### src/rtl/ad9361_spi_rt_ctrl.sv
// Runtime AD9361 register engine: FIFO-queued host reads/writes issued to spi_core after init.
// Ports: host req/rsp, init_finish gate, spi_core set_* bus, readback. Option: AD9361_SPI_RT_TIMEOUT_EN.
module ad9361_spi_rt_ctrl #(
  parameter int         FIFO_AW     = 3,
  parameter logic [7:0] SET_ADDR    = 8'd2,
  parameter int         TIMEOUT_CYC = 4096
) (
  input  logic        sys_clk_40,
  input  logic        rst,
  input  logic        init_finish,
  input  logic        req_valid,
  output logic        req_ready,
  input  logic        req_wr,
  input  logic [9:0]  req_addr,
  input  logic [7:0]  req_wdata,
  output logic        rsp_valid,
  output logic        rsp_wr,
  output logic [9:0]  rsp_addr,
  output logic [7:0]  rsp_rdata,
  output logic        rsp_err,
  output logic        busy,
  output logic        set_stb,
  output logic [7:0]  set_addr,
  output logic [31:0] set_data,
  input  logic        spi_ready,
  input  logic        readback_stb,
  input  logic [31:0] spi_readback
);
  localparam int DEPTH = 1 << FIFO_AW;
  localparam logic [FIFO_AW:0] FULL = {1'b1, {FIFO_AW{1'b0}}};

  typedef enum logic [1:0] {IDLE, ISSUE, WAIT, RESP} state_t;
  state_t state, state_nx;

  logic [18:0]        mem [DEPTH];
  logic [18:0]        head;
  logic [18:0]        hold;
  logic [FIFO_AW-1:0] wr_ptr;
  logic [FIFO_AW-1:0] rd_ptr;
  logic [FIFO_AW:0]   count;
  logic [FIFO_AW:0]   count_nx;
  logic [7:0]         rb_byte;
  logic               push;
  logic               pop;
  logic               tmo;
  logic               err;
  logic               unused_rb;

  assign unused_rb = ^spi_readback[31:8];
  assign head      = mem[rd_ptr];
  assign push      = req_valid & req_ready;
  assign pop       = (state == IDLE) & (count != '0)
                   & init_finish & spi_ready;
  assign busy      = (count != '0) | (state != IDLE);
  assign set_addr  = SET_ADDR;

  always_ff @(posedge sys_clk_40)
    if (push) mem[wr_ptr] <= {req_wr, req_addr, req_wdata};

  always_comb begin
    count_nx = count;
    if (push && !pop)      count_nx = count + 1'b1;
    else if (pop && !push) count_nx = count - 1'b1;
  end

  // req_ready is registered from the next count, so it is 0 in
  // reset and never admits a push into a full FIFO.
  always_ff @(posedge sys_clk_40 or posedge rst) begin
    if (rst) begin
      wr_ptr    <= '0;
      rd_ptr    <= '0;
      count     <= '0;
      req_ready <= 1'b0;
    end else begin
      if (push) wr_ptr <= wr_ptr + 1'b1;
      if (pop)  rd_ptr <= rd_ptr + 1'b1;
      count     <= count_nx;
      req_ready <= (count_nx != FULL);
    end
  end

  always_ff @(posedge sys_clk_40 or posedge rst)
    if (rst) state <= IDLE;
    else     state <= state_nx;

  always_comb begin
    state_nx = state;
    unique case (state)
      IDLE:    if (pop) state_nx = ISSUE;
      ISSUE:   if (tmo) state_nx = RESP;
               else if (!spi_ready) state_nx = WAIT;
      WAIT:    if (tmo || spi_ready) state_nx = RESP;
      RESP:    state_nx = IDLE;
      default: state_nx = IDLE;
    endcase
  end

  always_ff @(posedge sys_clk_40 or posedge rst) begin
    if (rst) begin
      set_stb  <= 1'b0;
      set_data <= '0;
      hold     <= '0;
      rb_byte  <= '0;
    end else begin
      if (pop) begin
        hold     <= head;
        set_data <= {head[18], 5'b0, head[17:0], 8'h00};
        set_stb  <= 1'b1;
        rb_byte  <= '0;
      end else if (state_nx != ISSUE) begin
        set_stb  <= 1'b0;
      end
      if (state == WAIT && readback_stb)
        rb_byte <= spi_readback[7:0];
    end
  end

`ifdef AD9361_SPI_RT_TIMEOUT_EN
  localparam int WD_W = $clog2(TIMEOUT_CYC) + 1;
  localparam logic [WD_W-1:0] WD_LAST = WD_W'(TIMEOUT_CYC - 1);

  logic [WD_W-1:0] wd;
  logic            wd_run;

  assign wd_run = (state == ISSUE) | (state == WAIT);
  assign tmo    = wd_run & (wd == WD_LAST);

  always_ff @(posedge sys_clk_40 or posedge rst) begin
    if (rst) begin
      wd  <= '0;
      err <= 1'b0;
    end else begin
      wd <= wd_run ? wd + 1'b1 : '0;
      if (pop)      err <= 1'b0;
      else if (tmo) err <= 1'b1;
    end
  end
`else
  logic unused_cfg;
  assign unused_cfg = (TIMEOUT_CYC == 0);
  assign tmo        = 1'b0;
  assign err        = 1'b0;
`endif

  assign rsp_valid = (state == RESP);
  assign rsp_wr    = rsp_valid & hold[18];
  assign rsp_addr  = rsp_valid ? hold[17:8] : '0;
  assign rsp_rdata = (rsp_valid & ~hold[18] & ~err) ? rb_byte : '0;
  assign rsp_err   = rsp_valid & err;
endmodule
### config.mk
export PLATFORM = sky130hd
export DESIGN_NAME = ad9361_spi_rt_ctrl
export DESIGN_NICKNAME = d
export VERILOG_FILES = /design/src/rtl/ad9361_spi_rt_ctrl.sv
export SDC_FILE = /design/constraint.sdc
export NUM_CORES = 1
export LEC_CHECK = 0
export ABC_AREA = 0
export BUFFER_PORTS_ARGS = -buffer_cell sky130_fd_sc_hd__buf_2
export CAP_MARGIN = 5
export CORE_ASPECT_RATIO = 0.9
export CORE_UTILIZATION = 56
export CTS_CLUSTER_SIZE = 30
export DETAILED_ROUTE_END_ITERATION = 10
export PLACE_DENSITY = 0.89
export REMOVE_ABC_BUFFERS = 1
export SYNTH_ARGS = -nofsm -noshare
export SYNTH_HDL_FRONTEND = slang
export SYNTH_SLANG_ARGS = --single-unit
### constraint.sdc
create_clock -name sys_clk_40 -period 5.2 [get_ports sys_clk_40]
set_clock_uncertainty 0.05 [all_clocks]
set_input_delay 1.04 -clock sys_clk_40 [delete_from_list [all_inputs] [get_ports sys_clk_40]]
set_output_delay 1.04 -clock sys_clk_40 [all_outputs]
set_load 0.01 [all_outputs]
==> results of run 1 <==
[cells in the final DEF (no fill, tap or decap), types with 13 or more instances in the layout]
cell type	netlist	final
o21ai_0	18	18
and3_1	13	13
buf_2	7	74
nand2_1	52	52
mux4_2	38	38
mux2i_1	19	19
dfrtp_1	41	40
clkbuf_16	0	17
conb_1	2	22
edfxtp_1	152	152
[registers in the layout, indices dropped and copies added, names as in the netlist]
name	cells
set_stb	1
rd_ptr	3
rb_byte	8
wr_ptr	3
state	2
count	4
req_ready	1
mem	152
hold	19
[critical path, stage by stage (launching register included)]
cell and delay, ns:
dfrtp_1 0.75, nand2_1 0.18, nor2_1 0.36, and2_1 0.19, buf_2 0.13
[cell families after synthesis]
group / after synthesis / synth area share (%)
flops: 193 / 71.4
simple gates: 106 / 6.76
mux: 57 / 13.4
buf+inv: 48 / 4.01
compound gates: 40 / 2.97
xor+xnor: 6 / 0.671
fa+ha+maj: 5 / 0.783
other cells: 2 / 0.0959
[routing by layer]
metal  vias to the layer above  part of all wire [%]  track usage [%]
met5                         -                     0                0
met4                         0                   1.3             8.97
met3                        15                   5.2             4.07
met2                       179                    53             39.4
met1                      2073                    40             28.0
li1                       1863                     -                -
[final cells by class]
class / instances / area share, %
clock buffers: 18 / 4.84
clock inverters: 13 / 1.55
inverters: 6 / 0.254
multi-input cells: 236 / 22.7
flip-flops and latches: 193 / 63.1
well taps: 168 / 2.37
repair buffers: 85 / 5.11
[path summary, 6_finish.rpt]
check,startpoint,to,cells past startpoint
min reg2reg,hold[6],hold[6],2
max in group asynchronous,rst,rd_ptr[0],2
max reg2reg,rd_ptr[0],hold[7],4
min in group asynchronous,rst,hold[14],2
min,hold[6],hold[6],2
max,state[0],rsp_rdata[4],4
[power groups by stage]
stage | clock (W) | sequential, W | combinational (W)
floorplan | 0 | 0.00231 | 0.000791
global placement | 0 | 0.00222 | 0.00124
detailed placement | 0 | 0.00226 | 0.00131
CTS | 0.00127 | 0.00223 | 0.00132
global route | 0.00133 | 0.00226 | 0.00141
finish | 0.00125 | 0.00223 | 0.00129
[metrics by stage]
step	utilization, %	cell area, um2	total power [W]	hold slack [ns]	cells
floorplan	-	7620	0.00311	0.438	435
detailed placement	61.4	8290	0.00356	0.429	688
global placement	61.4	8290	0.00346	0.411	688
global route	65.6	8860	0.00500	0.473	719
finish	65.6	8860	0.00477	0.455	719
CTS	65.6	8860	0.00481	0.453	719
==> key figures, run 1 <==
Setup path
  – R2R Setup Slk: 2.81 ns
  – Startpoint types: flip-flop
  – CP Data Required Time: 4.11 ns
  – Critical path class: reg -> out
  – CP Max Fanout: 19
  – Critical path arrival: 2.03 ns
  – Worst setup EP type: output port

Logic synthesis
  – Post-synth top flop: edfxtp_1
  – Cells after synthesis: 457
  – Top post-synthesis cells by count: 152 x edfxtp_1, 52 x nand2_1, 41 x dfrtp_1, 38 x mux4_2, 24 x buf_4
  – Async S/R FF share, synth: 21.2%
  – Post-synth top area share: 58.3%
  – Post-synthesis register bit count: 193
  – Syn Area/Cell: 17.1 um2
  – Netlist cell types: 43
  – EDFF count, synth: 152
  – Yosys top cell by area: edfxtp_1
  – Warnings, synthesis: 0
  – Seq/Total Area, Yosys: 71.4%
  – Most common cell in the netlist: edfxtp_1
  – Cell Area, Synth: 7830 um2
  – Largest cells by area after synthesis: edfxtp_1 58%, dfrtp_1 13%, mux4_2 11%

Power
  – Clk pwr share: 26.2%
  – VDD IR-drop max: 0.291 mV
  – Leakage: 3.37 nW
  – Gate power share: 27.1%
  – P_int: 0.00331 W
  – Switching Power: 0.00146 W
  – Sw Ratio: 30.5%
  – Power per Cell Area: 538 nW/um2
  – Sequential share of power: 46.7%

STA
  – Worst-Margin Slew: 0.942 ns
  – Slew Limit Fails: 0
  – Final hold violation count: 0
  – Final critical-path share of the clock period: 60.1%
  – Setup-failing EPs final: 0
  – Worst setup margin: 2.08 ns
  – Fmax: 320 MHz
  – RSZ-0062 raised after global routing: false
  – Slew Limit Headroom: 37.1%
  – Post-Route Setup TNS: 0 ns
  – Period minus WS final: 3.12 ns

Clocking
  – Max Buffers Root-to-Sink: 2
  – Hold_buf cts: 0
  – Num CTS Buffers: 17
  – H-tree depth: 4
  – Post-CTS sizing: 0
  – TritonCTS clock tree: yes
  – CTS clk-pin slew, worst paths: 0.07 ns
  – Clk_lat worst skew: 0.43 ns
  – Post-CTS Repair Setup Buffers: 0
  – Clk root buf: clkbuf_16
  – Clk sink count: 193

Cells and area
  – Area Overhead vs Synth: 13.1%
  – Diode count: 0
  – Sequential Area: 5590 um2
  – Area of the multi-input gates: 2010 um2
  – Share of post-route cells with drive strength above 1: 29.8%
  – Fillers: 881
  – Final #Nets: 600

Global routing
  – Global-route wire length before repair: 23000 um
  – Vias in the first global route: 4203
  – Remaining global-route overflow: 0
  – Overall routing resource usage: 22.4%
  – Initial antenna violation count: 0
  – Pin count of the biggest net entering global routing: 44

Placement
  – Dpl ws: 2.48 ns
  – HPWL Detailed: 8830 um
  – Routability cong.: 0.753
  – Port-buffer cells: 74

Route
  – Remaining DRCs: 0
  – DRT iter0 DRCs: 361
  – Routed WL: 14900 um
  – Detail-routed via count per cell: 5.74
  – Drt pass-1 iters: 5
  – Post-DRT Antenna Nets: 0
  – Via count: 4130
  – Drt wl/cell: 20.7 um

Run status
  – Status: finished, final reports clean

Die
  – Die Span X: 127 um
  – # rows: 40
  – Die area: 14500 um2
  – Effective utilization at floorplan: 58.0%
  – Die height: 114 um
  – CORE AREA: 13500 um2
  – Num ports: 121

Run
  – Max-cap violations: 0

Hold path
  – Hold Crit Class: reg -> reg
(Power assumes the default switching activity.)
==> run 2, diff against run 1 <==
Settings changed: CORE_UTILIZATION 56 to 51, PLACE_DENSITY 0.89 to 0.86.
Clock period 5.2 ns to 2.7 ns, I/O delays scaled along.
==> run 2 against run 1 <==
Sequential share of layout area decreased by 1.1 points. Setup slack got worse by 1.9 ns. Global-route usage decreased by 2.2 points. Via count increased by 0.73%. First-iteration DRC count decreased by 22%. Critical endpoint is now busy.
==> key figures, run 2 (synthesis gave the netlist of run 1 again) <==
Route
  – DRT iter0 DRCs: 281 (was 361)
  – Remaining DRCs: 0 (unchanged)
  – Drt wl/cell: 19.4 um (was 20.7 um)
  – Drt pass-1 iters: 5 (unchanged)
  – Detail-routed via count per cell: 5.47 (was 5.74)
  – Post-DRT Antenna Nets: 0 (unchanged)
  – Via count: 4160 (was 4130)
  – Routed WL: 14800 um (was 14900 um)

Die
  – Die height: 120 um (was 114 um)
  – Die Span X: 133 um (was 127 um)
  – Num ports: 121 (unchanged)
  – Effective utilization at floorplan: 52.7% (was 58.0%)
  – Die area: 15900 um2 (was 14500 um2)
  – # rows: 42 (was 40)
  – CORE AREA: 14900 um2 (was 13500 um2)

Cells and area
  – Non-filler cells, final: 761 (was 719)
  – Share of post-route cells with drive strength above 1: 31.1% (was 29.8%)
  – Final #Nets: 611 (was 600)
  – Largest regs: mem (152), hold (19), rb_byte (8) (unchanged)
  – Max reg flops: 152 (unchanged)
  – Fin area: 9020 um2 (was 8860 um2)
  – Area Overhead vs Synth: 15.1% (was 13.1%)
  – Most frequent cells in the layout: 152 x edfxtp_1, 74 x buf_2, 52 x nand2_1 (unchanged)
  – Most flop-heavy register: mem (unchanged)
  – Diode count: 0 (unchanged)
  – Commonest non-fill, non-tap cell in the layout: edfxtp_1 (unchanged)

Placement
  – Routability cong.: 0.793 (was 0.753)
  – Area of placed instances: 8440 um2 (was 8290 um2)
  – Port-buffer cells: 74 (unchanged)
  – Placed insts: 729 (was 688)
  – HPWL Detailed: 9430 um (was 8830 um)

Setup path
  – Master of the slowest instance on the critical path: or3b_1 (was dfrtp_1)
  – CP Cell Sequence: inv_1 > ha_1 > or3b_1 > nand2b_1 > buf_2 (was nand2_1 > nor2_1 > and2_1 > buf_2)
  – CP Data Required Time: 2.11 ns (was 4.11 ns)
  – Worst setup EP type: output port (unchanged)
  – CP peak stage delay: 0.48 ns (was 0.75 ns)
  – Startpoint types: flip-flop (unchanged)
  – R2R depth: 7 (was 4)
  – CP Max Fanout: 7 (was 19)
  – Critical path class: reg -> out (unchanged)
  – Critical path arrival: 1.95 ns (was 2.03 ns)

Power
  – VDD IR-drop max: 0.654 mV (was 0.291 mV)
  – Power per Cell Area: 1030 nW/um2 (was 538 nW/um2)
  – Leakage: 3.44 nW (was 3.37 nW)

Global routing
  – Met3 Use GR: 5.03% (was 4.07%)
  – GRT met1 Usage: 26.1% (was 28.0%)
  – Global-route wire length before repair: 23300 um (was 23000 um)
  – Pin count of the biggest net entering global routing: 42 (was 44)
  – Initial antenna violation count: 0 (unchanged)
  – GRT Max-Usage Layer: met2 (unchanged)
  – Overall routing resource usage: 20.3% (was 22.4%)
  – Remaining global-route overflow: 0 (unchanged)
  – Vias in the first global route: 4238 (was 4203)
  – Met2 usage: 33.9% (was 39.4%)

Clocking
  – Max Buffers Root-to-Sink: 2 (unchanged)
  – Clk root buf: clkbuf_16 (unchanged)
  – Post-CTS Repair Setup Buffers: 0 (unchanged)
  – Clk_lat worst skew: 0.42 ns (was 0.43 ns)
  – CTS clk-pin slew, worst paths: 0.07 ns (about the same)
  – Clk sink count: 193 (unchanged)
  – TritonCTS clock tree: yes (unchanged)
  – Num CTS Buffers: 17 (unchanged)
  – H-tree depth: 4 (unchanged)

Run
  – Max-cap violations: 0 (unchanged)

STA
  – Fmax: 394 MHz
  – Slew Limit Fails: 0 (unchanged)
  – Worst-Margin Slew: 0.930 ns (was 0.942 ns)
  – Final hold violation count: 0 (unchanged)
  – Post-Route Setup TNS: 0 ns (unchanged)
  – Final critical-path share of the clock period: 93.9%
  – RSZ-0062 raised after global routing: false (unchanged)
  – Slew Limit Headroom: 37.9% (was 37.1%)
  – Period minus WS final: 2.54 ns
  – Setup-failing EPs final: 0 (unchanged)

Run status
  – Status: finished, final reports clean (unchanged)

Hold path
  – Hold Crit Class: in -> async (was reg -> reg)
## run 2: layout make-up
| cell class | instances | area (um2) |
|---|---|---|
| multi-input combinational | 236 | 2010 |
| clock buffer | 17 | 425 |
| inverter | 6 | 22.5 |
| fill | 1071 | 5850 |
| clock inverter | 15 | 156 |
| timing repair buffer | 96 | 561 |
| tap | 198 | 248 |
| sequential | 193 | 5590 |
## run 2: critical path, delay by kind of cell, from the launching register on
family	cells	cell delay (ns)
AND/OR/NAND/NOR	2	0.68
flip-flops	1	0.45
buffers and inverters	2	0.23
adder cells (fa/ha/maj)	1	0.16
## run 2: per-layer routing
layer	vias to the layer above	routed length [um]	part of all wire [%]
met3	19	813	5.5
met2	166	7500	51
li1	1883	-	-
met4	0	163	1.1
met1	2092	6310	43
met5	-	0	0
## run 2: power breakdown
group	total (W)	switching, W	internal (W)
logic	0.00263	0.00140	0.00123
registers	0.00422	0.000362	0.00386
clock network	0.00245	0.00107	0.00137
## run 2: repair_timing
item                                    in CTS  in global routing
hold buffers                                 0                  0
endpoints found under the hold margin        0                  0
endpoints found under the setup margin       0                  6
resized for setup                            0                  1
## run 2: worst paths after layout
| check | end | slack [ns] | startpoint |
|---|---|---|---|
| worst max-delay path | busy | 0.16 | count[0] |
| worst min-delay path | hold[10] | 0.20 | rst |
| worst max register to register | hold[11] | 0.60 | count[0] |
| worst min register to register | hold[2] | 0.43 | hold[2] |
| max in group asynchronous | rd_ptr[0] | 1.94 | rst |
| min in group sys_clk_40 | rb_byte[5] | 0.28 | spi_readback[5] |
## run 2: metrics by stage
stage / power [W] / hold slack (ns) / worst slack [ns] / util, %
final: 0.00929 / 0.203 / 0.165 / 60.7
after global routing: 0.00975 / 0.238 / 0.0784 / 60.7
after CTS: 0.00937 / 0.223 / 0.153 / 60.6
after detailed placement: 0.00693 / 0.419 / 0.443 / 56.7
after global placement: 0.00678 / 0.410 / 0.581 / 56.7
after floorplan: 0.00598 / 0.438 / -0.162 / -
==> run 3, diff against run 2 <==
Settings changed: RECOVER_POWER set to 25.
==> run 3 against run 2 <==
Design area decreased by 0.24%. Core utilization decreased by 0.14 points. Power about the same. Routed wire length about the same. Combinational power about the same. Setup slack improved by 0.0018 ns. Register-to-register slack about the same. Critical endpoint unchanged.
==> key figures, run 3 (synthesis gave the netlist of run 1 again) <==
Run status
  – Status: finished, final reports clean (unchanged)

Route
  – Via count: 4159 (was 4160)
  – Routed WL: 14800 um (about the same)
  – Drt pass-1 iters: 5 (unchanged)
  – DRT iter0 DRCs: 262 (was 281)
  – Post-DRT Antenna Nets: 0 (unchanged)
  – Detail-routed via count per cell: 5.47 (about the same)
  – Remaining DRCs: 0 (unchanged)
  – Drt wl/cell: 19.4 um (about the same)

Clocking
  – Clk root buf: clkbuf_16 (unchanged)
  – Post-CTS Repair Setup Buffers: 0 (unchanged)
  – Num CTS Buffers: 17 (unchanged)
  – CTS clk-pin slew, worst paths: 0.07 ns (about the same)
  – H-tree depth: 4 (unchanged)
  – Hold_buf cts: 0 (unchanged)
  – Clk_lat worst skew: 0.43 ns (was 0.42 ns)
  – Clk sink count: 193 (unchanged)
  – Max Buffers Root-to-Sink: 2 (unchanged)
  – TritonCTS clock tree: yes (unchanged)

STA
  – Slew Limit Fails: 0 (unchanged)
  – RSZ-0062 raised after global routing: false (unchanged)
  – Hold_ws: 0.202 ns (was 0.203 ns)
  – Final hold violation count: 0 (unchanged)
  – Final critical-path share of the clock period: 93.8% (was 93.9%)
  – Fmax: 395 MHz (was 394 MHz)
  – Setup-failing EPs final: 0 (unchanged)
  – Post-Route Setup TNS: 0 ns (unchanged)
  – Period minus WS final: 2.53 ns (was 2.54 ns)
  – Worst-Margin Slew: 0.931 ns (was 0.930 ns)
  – Slew Limit Headroom: 37.8% (was 37.9%)

Setup path
  – Delay-heaviest family, CP: simple AND/OR/NAND/NOR gates (unchanged)
  – CP bufs+invs: 2 (unchanged)
  – Reg2reg start: count[0] (unchanged)
  – CP Data Required Time: 2.11 ns (about the same)
  – Critical path class: reg -> out (unchanged)
  – CP peak stage delay: 0.48 ns (about the same)
  – CP Max Fanout: 7 (unchanged)
  – CP Cell Sequence: inv_1 > ha_1 > or3b_1 > nand2b_1 > buf_2 (unchanged)
  – Worst r2r dst: hold[10] (was hold[11])
  – Worst setup EP type: output port (unchanged)
  – R2R Setup Slk: 0.60 ns (about the same)
  – Master of the slowest instance on the critical path: or3b_1 (unchanged)
  – R2R depth: 6 (was 7)
  – Startpoint types: flip-flop (unchanged)
  – Critical path arrival: 1.94 ns (was 1.95 ns)

Cells and area
  – Diode count: 0 (unchanged)
  – Post-Route Utilization: 60.5% (was 60.7%)
  – Final #Nets: 611 (unchanged)
  – Area Overhead vs Synth: 14.9% (was 15.1%)
  – Share of post-route cells with drive strength above 1: 28.1% (was 31.1%)
  – Most flop-heavy register: mem (unchanged)
  – Max reg flops: 152 (unchanged)
  – Most frequent cells in the layout: 152 x edfxtp_1, 57 x buf_2, 52 x nand2_1 (was 152 x edfxtp_1, 74 x buf_2, 52 x nand2_1)
  – Largest regs: mem (152), hold (19), rb_byte (8) (unchanged)
  – Commonest non-fill, non-tap cell in the layout: edfxtp_1 (unchanged)

Power
  – Leakage: 3.40 nW (was 3.44 nW)
  – P_int: 0.00646 W (about the same)
  – Gate power share: 28.3% (about the same)
  – Sequential share of power: 45.4% (about the same)
  – Switching Power: 0.00284 W (was 0.00283 W)
  – Sw Ratio: 30.5% (about the same)
  – Power per Cell Area: 1030 nW/um2 (about the same)
  – Total power: 0.00929 W (about the same)
  – VDD IR-drop max: 0.652 mV (was 0.654 mV)
  – Clk pwr share: 26.3% (about the same)

Die
  – Num ports: 121 (unchanged)
  – Effective utilization at floorplan: 52.7% (unchanged)
  – Die Span X: 133 um (unchanged)
  – Die height: 120 um (unchanged)
  – # rows: 42 (unchanged)
  – Die area: 15900 um2 (unchanged)
  – CORE AREA: 14900 um2 (unchanged)

Placement
  – HPWL Detailed: 9430 um (unchanged)
  – Routability cong.: 0.793 (unchanged)
  – Port-buffer cells: 74 (unchanged)

Global routing
  – Pin count of the biggest net entering global routing: 42 (unchanged)
  – Global-route wire length before repair: 23300 um (unchanged)
  – Initial antenna violation count: 0 (unchanged)
  – Overall routing resource usage: 20.3% (unchanged)
  – Remaining global-route overflow: 0 (unchanged)
  – Vias in the first global route: 4238 (unchanged)

Hold path
  – Hold Crit Class: in -> async (unchanged)

Run
  – Max-cap violations: 0 (unchanged)
run 3: through the flow:
step           setup WS (ns)  std cells  instance area [um2]
6_report               0.167        761                 9000
5_1_grt               0.0784        761                 9000
4_1_cts                0.153        761                 9020
3_5_place_dp           0.443        729                 8440
3_3_place_gp           0.581        729                 8440
2_1_floorplan         -0.162        435                 7620
run 3: timing repair:
item / in CTS / in global routing
hold endpoints to repair: 0 / 0
resized for setup: 0 / 1
endpoints found under the setup margin: 0 / 6
run 3: power by group through the flow:
stage | combinational [W] | sequential (W) | clock, W
detailed placement | 0.00265 | 0.00428 | 0
global placement | 0.00256 | 0.00422 | 0
CTS | 0.00267 | 0.00422 | 0.00248
global route | 0.00286 | 0.00428 | 0.00261
finish | 0.00263 | 0.00422 | 0.00245
floorplan | 0.00152 | 0.00446 | 0
run 3: layout make-up:
class,count,area [um2]
clock buffer,17,425
clock inverter,15,156
fill,1077,5870
inverter,6,22.5
multi-input combinational,236,2010
sequential,193,5590
tap,198,248
timing repair buffer,96,539
run 3: worst max path at each step:
stage,from,to,slack (ns),cells past startpoint
3_5_place_dp,req_valid,mem[4][2],0.44,5
2_1_floorplan,req_valid,mem[0][0],-0.16,3
3_3_place_gp,req_valid,mem[4][4],0.58,5
6_report,count[0],busy,0.17,5
4_1_cts,count[0],busy,0.15,5
5_1_grt,count[1],busy,0.08,5
run 3: worst min-delay path: cells and delay by family:
| family | cells | cell delay [ns] |
|---|---|---|
| buf+inv | 3 | 0.60 |
run 3: layer usage:
metal	wire length (um)	vias to the layer above	global-route usage (%)
met3	806	17	5.03
met2	7480	161	33.9
met4	149	0	6.82
met1	6350	2096	26.1
met5	0	-	0
li1	-	1885	-
